<file path="config.mk">
export PLATFORM = sky130hd
export DESIGN_NAME = seg7_count_display
export DESIGN_NICKNAME = d
export VERILOG_FILES = /design/src/rtl/seg7_pkg.sv /design/src/rtl/seg7_encode.sv /design/src/rtl/seg7_count_display.sv
export SDC_FILE = /design/constraint.sdc
export NUM_CORES = 1
export LEC_CHECK = 0
export CAP_MARGIN = 20
export CORE_AREA = 2 2 69 71
export CTS_BUF_LIST = sky130_fd_sc_hd__clkbuf_16
export DETAILED_ROUTE_END_ITERATION = 8
export DIE_AREA = 0 0 71 73
export GPL_ROUTABILITY_DRIVEN = 0
export PLACE_DENSITY = 0.69
export SYNTH_ARGS = -nofsm -noshare
export SYNTH_HDL_FRONTEND = slang
export SYNTH_SLANG_ARGS = --single-unit
</file>
<file path="constraint.sdc">
create_clock -name clk -period 5.4 [get_ports clk]
set_input_delay 0.54 -clock clk [delete_from_list [all_inputs] [get_ports clk]]
set_output_delay 0.54 -clock clk [all_outputs]
set_load 0.005 [all_outputs]
</file>
<file path="src/rtl/seg7_pkg.sv">
// seg7_pkg: shared segment patterns, digit codes and anode constants for
// the multiplexed seven-segment display blocks.
// Purely declarative: no latency, no flow control.
package seg7_pkg;

  // Active-high segment patterns, bit order {g,f,e,d,c,b,a}.
  localparam logic [6:0] SEG_0     = 7'h3F;
  localparam logic [6:0] SEG_1     = 7'h06;
  localparam logic [6:0] SEG_2     = 7'h5B;
  localparam logic [6:0] SEG_3     = 7'h4F;
  localparam logic [6:0] SEG_4     = 7'h66;
  localparam logic [6:0] SEG_5     = 7'h6D;
  localparam logic [6:0] SEG_6     = 7'h7D;
  localparam logic [6:0] SEG_7     = 7'h07;
  localparam logic [6:0] SEG_8     = 7'h7F;
  localparam logic [6:0] SEG_9     = 7'h6F;
  localparam logic [6:0] SEG_A     = 7'h77;
  localparam logic [6:0] SEG_B     = 7'h7C;
  localparam logic [6:0] SEG_C     = 7'h39;
  localparam logic [6:0] SEG_D     = 7'h5E;
  localparam logic [6:0] SEG_E     = 7'h79;
  localparam logic [6:0] SEG_F     = 7'h71;
  localparam logic [6:0] SEG_U     = 7'h3E;
  localparam logic [6:0] SEG_BLANK = 7'h00;

  // All anodes off (anodes are active-low).
  localparam logic [3:0] ANODE_OFF = 4'b1111;

  // What a digit position shows: a 4-bit value, one of the letters, or nothing.
  typedef enum logic [1:0] {
    DK_NUM,
    DK_LET_U,
    DK_LET_D,
    DK_BLANK
  } digit_kind_e;

  typedef struct packed {
    digit_kind_e kind;
    logic [3:0]  val;
  } digit_code_t;

  function automatic digit_code_t num_code(input logic [3:0] v);
    digit_code_t c;
    c.kind = DK_NUM;
    c.val  = v;
    return c;
  endfunction

  function automatic digit_code_t kind_code(input digit_kind_e k);
    digit_code_t c;
    c.kind = k;
    c.val  = 4'd0;
    return c;
  endfunction

endpackage

</file>
<file path="src/rtl/seg7_encode.sv">
// seg7_encode: maps a digit code to an active-high {g,f,e,d,c,b,a} pattern.
// Latency: purely combinational.
// Backpressure: none.
// Ports: code (digit code in), pattern (7-bit active-high segments out).
module seg7_encode
  import seg7_pkg::*;
(
  input  digit_code_t code,
  output logic [6:0]  pattern
);

  always_comb begin
    pattern = SEG_BLANK;
    case (code.kind)
      DK_NUM: begin
        case (code.val)
          4'h0: pattern = SEG_0;
          4'h1: pattern = SEG_1;
          4'h2: pattern = SEG_2;
          4'h3: pattern = SEG_3;
          4'h4: pattern = SEG_4;
          4'h5: pattern = SEG_5;
          4'h6: pattern = SEG_6;
          4'h7: pattern = SEG_7;
          4'h8: pattern = SEG_8;
          4'h9: pattern = SEG_9;
          4'hA: pattern = SEG_A;
          4'hB: pattern = SEG_B;
          4'hC: pattern = SEG_C;
          4'hD: pattern = SEG_D;
          4'hE: pattern = SEG_E;
          4'hF: pattern = SEG_F;
          default: pattern = SEG_BLANK;
        endcase
      end
      DK_LET_U: pattern = SEG_U;
      DK_LET_D: pattern = SEG_D;
      default:  pattern = SEG_BLANK;
    endcase
  end

endmodule

</file>
<file path="src/rtl/seg7_count_display.sv">
// seg7_count_display: drives a 4-digit common-anode display with the counter
// value (digits 1:0) and direction letter (digit 3), latched once per frame.
// Latency: seg/an/dp registered, aligned with the registered digit index.
// Backpressure: none; inputs are sampled only at the end-of-frame snapshot.
// Ports: clk, rst_n (sync, active-low), count[3:0], dir, blank in;
//        seg[6:0] (active-low), dp, an[3:0] (one-hot active-low), frame_done out.
// Build option: define SEG7_HEX_DISPLAY_EN to show the count as one hex digit.
module seg7_count_display
  import seg7_pkg::*;
#(
  parameter int SCAN_DIV = 100000
) (
  input  logic       clk,
  input  logic       rst_n,
  input  logic [3:0] count,
  input  logic       dir,
  input  logic       blank,
  output logic [6:0] seg,
  output logic       dp,
  output logic [3:0] an,
  output logic       frame_done
);

  localparam int              PW         = (SCAN_DIV > 2) ? $clog2(SCAN_DIV) : 1;
  localparam logic [PW-1:0]   PRESC_LAST = PW'(SCAN_DIV - 1);

  logic [PW-1:0] presc_q, presc_d;
  logic [1:0]    digit_q, digit_d;
  logic [3:0]    sh_count_q, sh_count_d;
  logic          sh_dir_q, sh_dir_d;
  logic          sh_blank_q, sh_blank_d;
  logic [6:0]    seg_q, seg_d;
  logic [3:0]    an_q, an_d;
  logic          dp_q, dp_d;

  logic          tick;
  logic          snap;
  digit_code_t   code0, code1, disp_code;
  logic [6:0]    pattern;

  // Scan timing and snapshot.
  always_comb begin
    tick       = (presc_q == PRESC_LAST);
    snap       = tick && (digit_q == 2'd3);
    presc_d    = tick ? '0 : presc_q + PW'(1);
    digit_d    = tick ? digit_q + 2'd1 : digit_q;
    sh_count_d = sh_count_q;
    sh_dir_d   = sh_dir_q;
    sh_blank_d = sh_blank_q;
    if (snap) begin
      sh_count_d = count;
      sh_dir_d   = dir;
      sh_blank_d = blank;
    end
  end

  // Digit content. Built from the next-cycle index and shadow so the
  // registered outputs line up with digit_q, and the first cycle of the
  // digit0 slot already shows the freshly latched value.
  always_comb begin
`ifdef SEG7_HEX_DISPLAY_EN
    code0 = num_code(sh_count_d);
    code1 = kind_code(DK_BLANK);
`else
    if (sh_count_d >= 4'd10) begin
      code0 = num_code(sh_count_d - 4'd10);
      code1 = num_code(4'd1);
    end else begin
      code0 = num_code(sh_count_d);
      code1 = kind_code(DK_BLANK);
    end
`endif
    case (digit_d)
      2'd0:    disp_code = code0;
      2'd1:    disp_code = code1;
      2'd2:    disp_code = kind_code(DK_BLANK);
      default: disp_code = sh_dir_d ? kind_code(DK_LET_U) : kind_code(DK_LET_D);
    endcase
  end

  seg7_encode u_encode (
    .code    (disp_code),
    .pattern (pattern)
  );

  always_comb begin
    seg_d = ~pattern;
    an_d  = ~(4'b0001 << digit_d);
    dp_d  = 1'b1;
    if (sh_blank_d) begin
      seg_d = 7'h7F;
      an_d  = ANODE_OFF;
    end
  end

  always_ff @(posedge clk) begin
    if (!rst_n) begin
      presc_q    <= '0;
      digit_q    <= 2'd0;
      sh_count_q <= 4'd0;
      sh_dir_q   <= 1'b1;
      sh_blank_q <= 1'b1;
      seg_q      <= 7'h7F;
      an_q       <= ANODE_OFF;
      dp_q       <= 1'b1;
    end else begin
      presc_q    <= presc_d;
      digit_q    <= digit_d;
      sh_count_q <= sh_count_d;
      sh_dir_q   <= sh_dir_d;
      sh_blank_q <= sh_blank_d;
      seg_q      <= seg_d;
      an_q       <= an_d;
      dp_q       <= dp_d;
    end
  end

  assign seg        = seg_q;
  assign an         = an_q;
  assign dp         = dp_q;
  // Decoded from registered scan state only; high in the snapshot cycle.
  assign frame_done = snap;

endmodule

</file>
---- Yosys cells after proc, flatten, opt, wreduce, memory -nomap -nowiden ----
Memory sizes are Yosys's and may differ from the RTL's.
Index checks and enable logic that the tools add are counted.
word-level totals
  flip-flop bits (word level) ............. 36
  memory bits (read-only) ................. 112
  input port bits ......................... 8
  output and inout bits ................... 13
  logic and storage cells ................. 36
  memories kept ........................... 1
memory list
  name             words  width  rd ports  clocked after Yosys merged registers in  wr ports  RTL line           RTL
  (no name shown)  16     7      1         0                                        0         seg7_encode.sv:16  case (code.val)
cells by class
  add/subtract/negate cells ............... 3
  $lt $le $gt $ge ......................... 1
  equality and inequality tests ........... 6
  shift-type cells ........................ 1
  multiplexer cells ....................... 9
  bitwise operators ....................... 3
  reduce and logical (&&, ||, !) cells .... 5
operators with widths
  cell                                              number
  one-hot mux 7 bit (3 select lines)                1
  one-hot mux 6 bit (3 select lines)                1
  adder 17 x 1 -> 17 bit (second input constant)    1
  == test 17 bit (second input constant)            1
  two-way mux 6 bit                                 2
  two-way mux 4 bit                                 2
  NOT 7 bit                                         1
  == test 2 bit (second input constant)             3
  == test 2 x 1 -> 1 bit (second input constant)    2
  >= comparator 4 bit (second input constant)       1
  logical NOT 2 bit                                 2
  NOT 4 bit                                         1
  OR reduction 2 bit                                2
  left shift 1 x 2 -> 4 bit (first input constant)  1
  subtractor 4 bit (second input constant)          1
  adder 2 x 1 -> 2 bit (second input constant)      1
  two-way mux 1 bit                                 2
  two-way mux 2 bit                                 1
  logical AND 1 bit                                 1
  NOT 1 bit                                         1

---- Logic depth before layout (Yosys ltp) ----
Gate-level depths: netlist of the first run.
  depth in word-level cells ............... 9
  gate-level depth with buffers ........... 15
  mapped depth without buffers ............ 13

---- By module ----
Synthesis of the first run repeated with hierarchy kept, for this count alone.
second synthesis, totals
  cell total of the unflattened synthesis .. 242
  area, all modules ....................... 2029.4 µm²
modules (own cells, without submodules)
  module              instances  cells an instance  area each (µm²)  sequential area each (µm²)
  seg7_count_display  1          198                1707.9           720.7
  seg7_encode         1          44                 321.6            0.0

---- Least setup slack after synthesis of the first run ----
Ideal clock, no wire load.
  path type ............................... reg-to-reg
  start ................................... register presc_q[0]
  end ..................................... register seg_q[3], in the netlist seg[3]
  library setup time ...................... 0.136 ns
  arrival ................................. 2.769 ns
  data required time ...................... 5.264 ns
  path slack .............................. 2.495 ns
  stages on the path, launching flop included .. 15
  path buffers ............................ 1
  clock period less this slack ............ 2.905 ns
  cells stage by stage .................... dfxtp_1 > ha_1 > and4_1 > and4_1 > buf_6 > nand2_1 > mux2i_1 > nor2_1 > nor2_1 > inv_1 > ha_1 > a211oi_2 > nand2_1 > a2111oi_0 > a211oi_1
on the way
  word-level cells in the longest chain between the ends .. 9
  elaborated cells on any way between the ends .. 22
  classes of those cells .................. add/sub (1); order compare (1); eq/ne (5); mux (9); bitwise (1); reduce/logical (4); memory (1)
ends and longest elaborated chain
  what                                                            RTL line                                            RTL
  start: declaration                                              seg7_count_display.sv:27                            logic [PW-1:0] presc_q, presc_d;
  start signal: assignment                                        seg7_count_display.sv:107                           presc_q <= presc_d;
  == test 17 bit *                                                seg7_count_display.sv:43                            tick = (presc_q == PRESC_LAST);
  logical AND 1 bit                                               seg7_count_display.sv:44                            snap = tick && (digit_q == 2'd3);
  two-way mux 4 bit                                               seg7_count_display.sv:50                            if (snap) begin
  subtractor 4 bit / >= comparator 4 bit (equally long branches)  seg7_count_display.sv:66, seg7_count_display.sv:65
  two-way mux 4 bit / two-way mux 6 bit (equally long branches)   seg7_count_display.sv:65                            if (sh_count_d >= 4'd10) begin
  one-hot mux 6 bit (3 select lines)                              seg7_count_display.sv:73                            case (digit_d)
  memory (16 x 7 bit), or another cell as far along               --
  one-hot mux 7 bit (3 select lines)                              seg7_encode.sv:14                                   case (code.kind)
  NOT 7 bit                                                       seg7_count_display.sv:87                            seg_d = ~pattern;
  end signal: assignment                                          seg7_count_display.sv:112                           seg_q <= seg_d;
  end: declaration                                                seg7_count_display.sv:32                            logic [6:0] seg_q, seg_d;
Every way passes the cells marked *; elsewhere a longest branch is shown, timed or not.
A chain may end at the register's enable or synchronous reset.

---- Final worst setup path of the first run ----
Same ends and word-level chain as after synthesis.

==> metrics, run 1 <==
Vert. Die Dim 73 um; area leader, netlist dfxtp_1; reg-to-reg setup timing slack 1.81 ns; CTS tree yes; relative slew slack 61.5%; Slew Limit Fails 0; Worst Path Buf+Inv 1; Synth top area share 33.7%; Final #Nets 287; core area 4540 um^2; hold buffers post-CTS 0; worst-case reg-to-reg path depth 13; most instantiated cells after synthesis dfxtp_1 (36), nor2_1 (29), nand2_1 (26); Worst-Margin Slew 0.576 ns; Boundary Pins 21; Synth area leaders dfxtp_1 (34%), ha_1 (5.9%), nor2_1 (5.1%), nand2_1 (4.6%), xor2_1 (3.3%); number of port buffers 19; Fin Clk Skew 0.00581 ns; Final Hold Fails 0; crit path from presc_q[0]; Post-CTS Setup Inserts 0; initial drt markers 97; HP Class reg -> reg; final global-route overflow total 0; Critical Path Sink Type flip-flop; dpl ws 1.86 ns; crit path DAT 3.73 ns; asr flop ratio synth 0%; Cell Chain, Critical Path ha_1, and4_1, nand4_1, and2_0, a211oi_1, a31oi_1, nor2_1, inv_1, ha_1, a211oi_2, nand2_1, a2111oi_0, a211oi_1; RR Endpoint seg[3]; EDFF count, synth 0; WS Path Type reg -> reg; period utilization 66.5%; routed via count 1792; vias in the first global route 1633; # DRC 0; CTS buffer count 5; share of cells above drive strength 1 10.4%; Period minus WS final 3.59 ns; YS warnings 0; final WL 4430 um; CP required 5.54 ns; Tot GR Track Use 18.7%; Startpoint Class flip-flop; post-synthesis sequential area ratio 33.7%; ys flop type dfxtp_1; Synth cell types 58; largest net degree at the start of global routing 20; cts repair resizes 0; Pre-antenna DRT Iters 4; first-pass GRT wire length 7720 um; top-count cell post-synth dfxtp_1; VDD IR max 0.0987 mV; Syn Area/Cell 8.45 um^2; die area 5180 um^2; Clock Sinks 36; drt via density 5.53; PD cells 227 nW/um^2; Site Rows 25; RSZ-0062 raised after global routing no; DRT antenna net count 0; Max-cap violations 0; H-tree depth 2; Hold Path End presc_q[0]; worst reg2reg startpoint presc_q[0]; CP max FO 12; clk slew on worst S/H paths 0.06 ns; initial antenna violation count 0; f_max 278 MHz; post-DP HPWL 3190 um; CP max stage delay 0.44 ns; Routed wire per std cell 13.7 um; cell family with most CP delay simple AND/OR/NAND/NOR gates; clock buffer depth 2; final setup fails 0; Initial Util 47.1%; synthesized area 2140 um^2; width of the die 71 um; Synth Register Bits 36; setup slack after layout 1.81 ns; post-synthesis to final-layout area growth 16.1%; Mapped Cells 253; Skew-Pair Late Insertion Delay 0.28 ns; status finished clean; Hold Path Stages 1; Critical Path Slowest Stage Cell nand4_1; Root Buffer clkbuf_16; setup_tns 0 ns; n_diodes 0; Lkg Pwr 1.03 nW; hold path start presc_q[0]; Synth Net Count 271
stage by stage:
step / area [um^2] / hold WS [ns] / std cells / power, mW / util [%]
finish: 2480 / 0.464 / 324 / 0.564 / 54.7
global route: 2480 / 0.514 / 324 / 0.585 / 54.7
CTS: 2480 / 0.473 / 324 / 0.571 / 54.7
detailed placement: 2340 / 0.460 / 316 / 0.290 / 51.6
global placement: 2340 / 0.447 / 316 / 0.290 / 51.6
floorplan: 2140 / 0.430 / 253 / 0.282 / -
worst max-delay path by stage:
stage                        end  slack, ns  cells after the start
after global placement    seg[6]       1.88                     14
after global routing      seg[3]       1.39                     13
after detailed placement  seg[3]       1.86                     13
after CTS                 seg[6]       1.84                     14
after floorplan           seg[3]       2.49                     14
final                     seg[3]       1.81                     13
where the power goes:
part           leakage, nW  internal (mW)  total (mW)  switching, mW
registers            0.291          0.268       0.269        0.00182
clock network       0.0736          0.170       0.280          0.110
logic                0.662        0.00732      0.0145        0.00716
total                 1.03          0.445       0.564          0.119
area by class of cell:
class                           count  area [um^2]
Fill cell                         418         2050
Multi-Input combinational cell    195         1310
Sequential cell                    36          721
Timing Repair Buffer               20          198
Clock buffer                        5          125
Tap cell                           54         67.6
Inverter                           11         41.3
Clock inverter                      3         18.8
kinds of logic after synthesis:
family          synth area share, %
compound gates                 18.3
xor+xnor                       5.32
fa+ha+maj                      5.85
buf+inv                        4.97
flops                          33.7
mux                            4.04
other cells                   0.175
simple gates                   27.7
layout by cell type (no fill, tap or decap), types with 2 or more instances in the layout:
cell type,instances
a2111oi_0,3
a211oi_1,2
a21boi_0,3
a21oi_1,13
and2_1,4
and3_1,2
and3_2,3
and4_1,3
and4bb_2,3
clkbuf_16,5
clkdlybuf4s50_1,19
clkinv_2,2
dfxtp_1,36
ha_1,10
inv_1,11
mux2i_1,6
nand2_1,26
nand3_1,10
nand3b_1,2
nand4_1,4
nor2_1,29
nor2b_1,4
nor3_1,4
o21a_1,5
o21ai_0,12
o21ai_1,2
o31ai_1,2
or3_1,3
xnor2_1,5
xor2_1,8
layer usage:
layer	share of wire (%)	vias up	global-route usage [%]
met3	3.7	6	4.70
met2	45	27	28.9
met1	50	830	25.6
li1	-	929	-
met5	0	-	0
met4	1.3	0	6.08
state kept, by name (all words and copies together) (netlist names):
signal and flops:
sh_dir_q 1, digit_q 2, presc_q 17, seg 7, sh_count_q 4, an 4
sh_blank_q 1
(Power assumes the default switching activity.)
==> run 2: changes to the inputs <==
Clock period 5.4 ns to 3.7 ns, I/O delays scaled along.
==> metrics, run 2 (synthesis results as in run 1) <==
most common cell after layout, fill and taps aside dfxtp_1; CTS buffer count 5; VDD IR max 0.187 mV; relative slew slack 63.1%; routed via count 1835; Final Power 0.878 mW; crit path DAT 3.53 ns; Worst-Margin Slew 0.552 ns; Pre-antenna DRT Iters 4; initial antenna violation count 0; number of port buffers 19; Clock Sinks 36; Tot GR Track Use 19.0%; period utilization 89.9%; worst reg2reg startpoint presc_q[0]; final WL 4570 um; clk slew on worst S/H paths 0.06 ns; Max-cap violations 0; H-tree depth 2; initial drt markers 105; Site Rows 25; CTS tree yes; Post-CTS Setup Inserts 0; # DRC 0; Most flops, register presc_q; Final Hold Fails 0; CP max FO 9; RR Endpoint seg[6]; reg-to-reg setup timing slack 0.37 ns; drt via density 5.61; Boundary Pins 21; CP required 3.91 ns; Startpoint Class flip-flop; status finished clean; Period minus WS final 3.33 ns; die area 5180 um^2; setup_tns 0 ns; PD cells 348 nW/um^2; worst-case reg-to-reg path depth 13; fillers 412; Initial Util 47.1%; Root Buffer clkbuf_16; n_diodes 0; core area 4540 um^2; width of the die 71 um; post-DP HPWL 3390 um; post-synthesis to final-layout area growth 18.0%; Lkg Pwr 1.05 nW; final global-route overflow total 0; hold path start presc_q[0]; WS Path Type reg -> reg; Skew-Pair Late Insertion Delay 0.27 ns; hold buffers post-CTS 0; Routed wire per std cell 14.0 um; f_max 301 MHz; max reg flops 17; Vert. Die Dim 73 um; crit path from presc_q[0]; crit path to seg[6]; largest net degree at the start of global routing 19; Final #Nets 290; first-pass GRT wire length 7850 um; cts repair resizes 0; Fin Clk Skew 0.00543 ns; HP Class reg -> reg; Critical Path Sink Type flip-flop; final setup fails 0; share of cells above drive strength 1 10.6%; commonest cells after routing, fill and taps aside dfxtp_1 (36), nor2_1 (29), nand2_1 (26), clkdlybuf4s50_1 (19), a21oi_1 (13); vias in the first global route 1702; clock buffer depth 2; Slew Limit Fails 0; DRT antenna net count 0; RSZ-0062 raised after global routing no
## run 2: layer usage
metal	vias up	GRT usage, %	wire length [um]
met3	10	4.70	212
li1	936	-	-
met1	841	26.5	2230
met4	0	7.97	102
met2	48	27.9	2020
met5	-	0	0
## run 2: worst min path at each step
| stage | end | slack (ns) | depth (start not counted) |
|---|---|---|---|
| after floorplan | presc_q[0] | 0.43 | 1 |
| after global placement | presc_q[0] | 0.45 | 1 |
| after detailed placement | presc_q[0] | 0.46 | 1 |
| after CTS | presc_q[0] | 0.47 | 1 |
| after global routing | presc_q[0] | 0.49 | 1 |
| final | presc_q[0] | 0.47 | 1 |
## run 2: cell type report
cell class              instances  area [um^2]  area share (%)
clock inverters                 3         37.5            1.49
multi-input cells             195         1310            52.0
clock buffers                   5          125            4.96
inverters                      11         41.3            1.64
repair buffers                 23          220            8.73
flip-flops and latches         36          721            28.6
well taps                      54         67.6            2.68
## run 2: stage by stage
stage,instance area (um^2),util [%],hold WS [ns],setup WS [ns],cells
2_1_floorplan,2140,-,0.430,0.795,253
3_3_place_gp,2360,52.1,0.449,0.411,319
3_5_place_dp,2360,52.1,0.459,0.316,319
4_1_cts,2520,55.6,0.472,0.319,327
5_1_grt,2520,55.6,0.489,0.0484,327
6_report,2520,55.6,0.467,0.374,327
## run 2: power breakdown
group	total [mW]	switching, mW	internal [mW]
clock network	0.463	0.151	0.313
registers	0.393	0.00247	0.391
logic	0.0214	0.0108	0.0106
total	0.878	0.164	0.714
## run 2: critical path: stages (launching register included)
cell and delay [ns]:
dfxtp_1 0.36, ha_1 0.21, and4_1 0.27, nand4_1 0.34, nor2_1 0.39, nor2_1 0.07
a21oi_1 0.17, ha_1 0.29, nand2_1 0.08, a21oi_1 0.04, nor3_1 0.31, mux2_2 0.38
o221a_2 0.22, o21ai_1 0.12
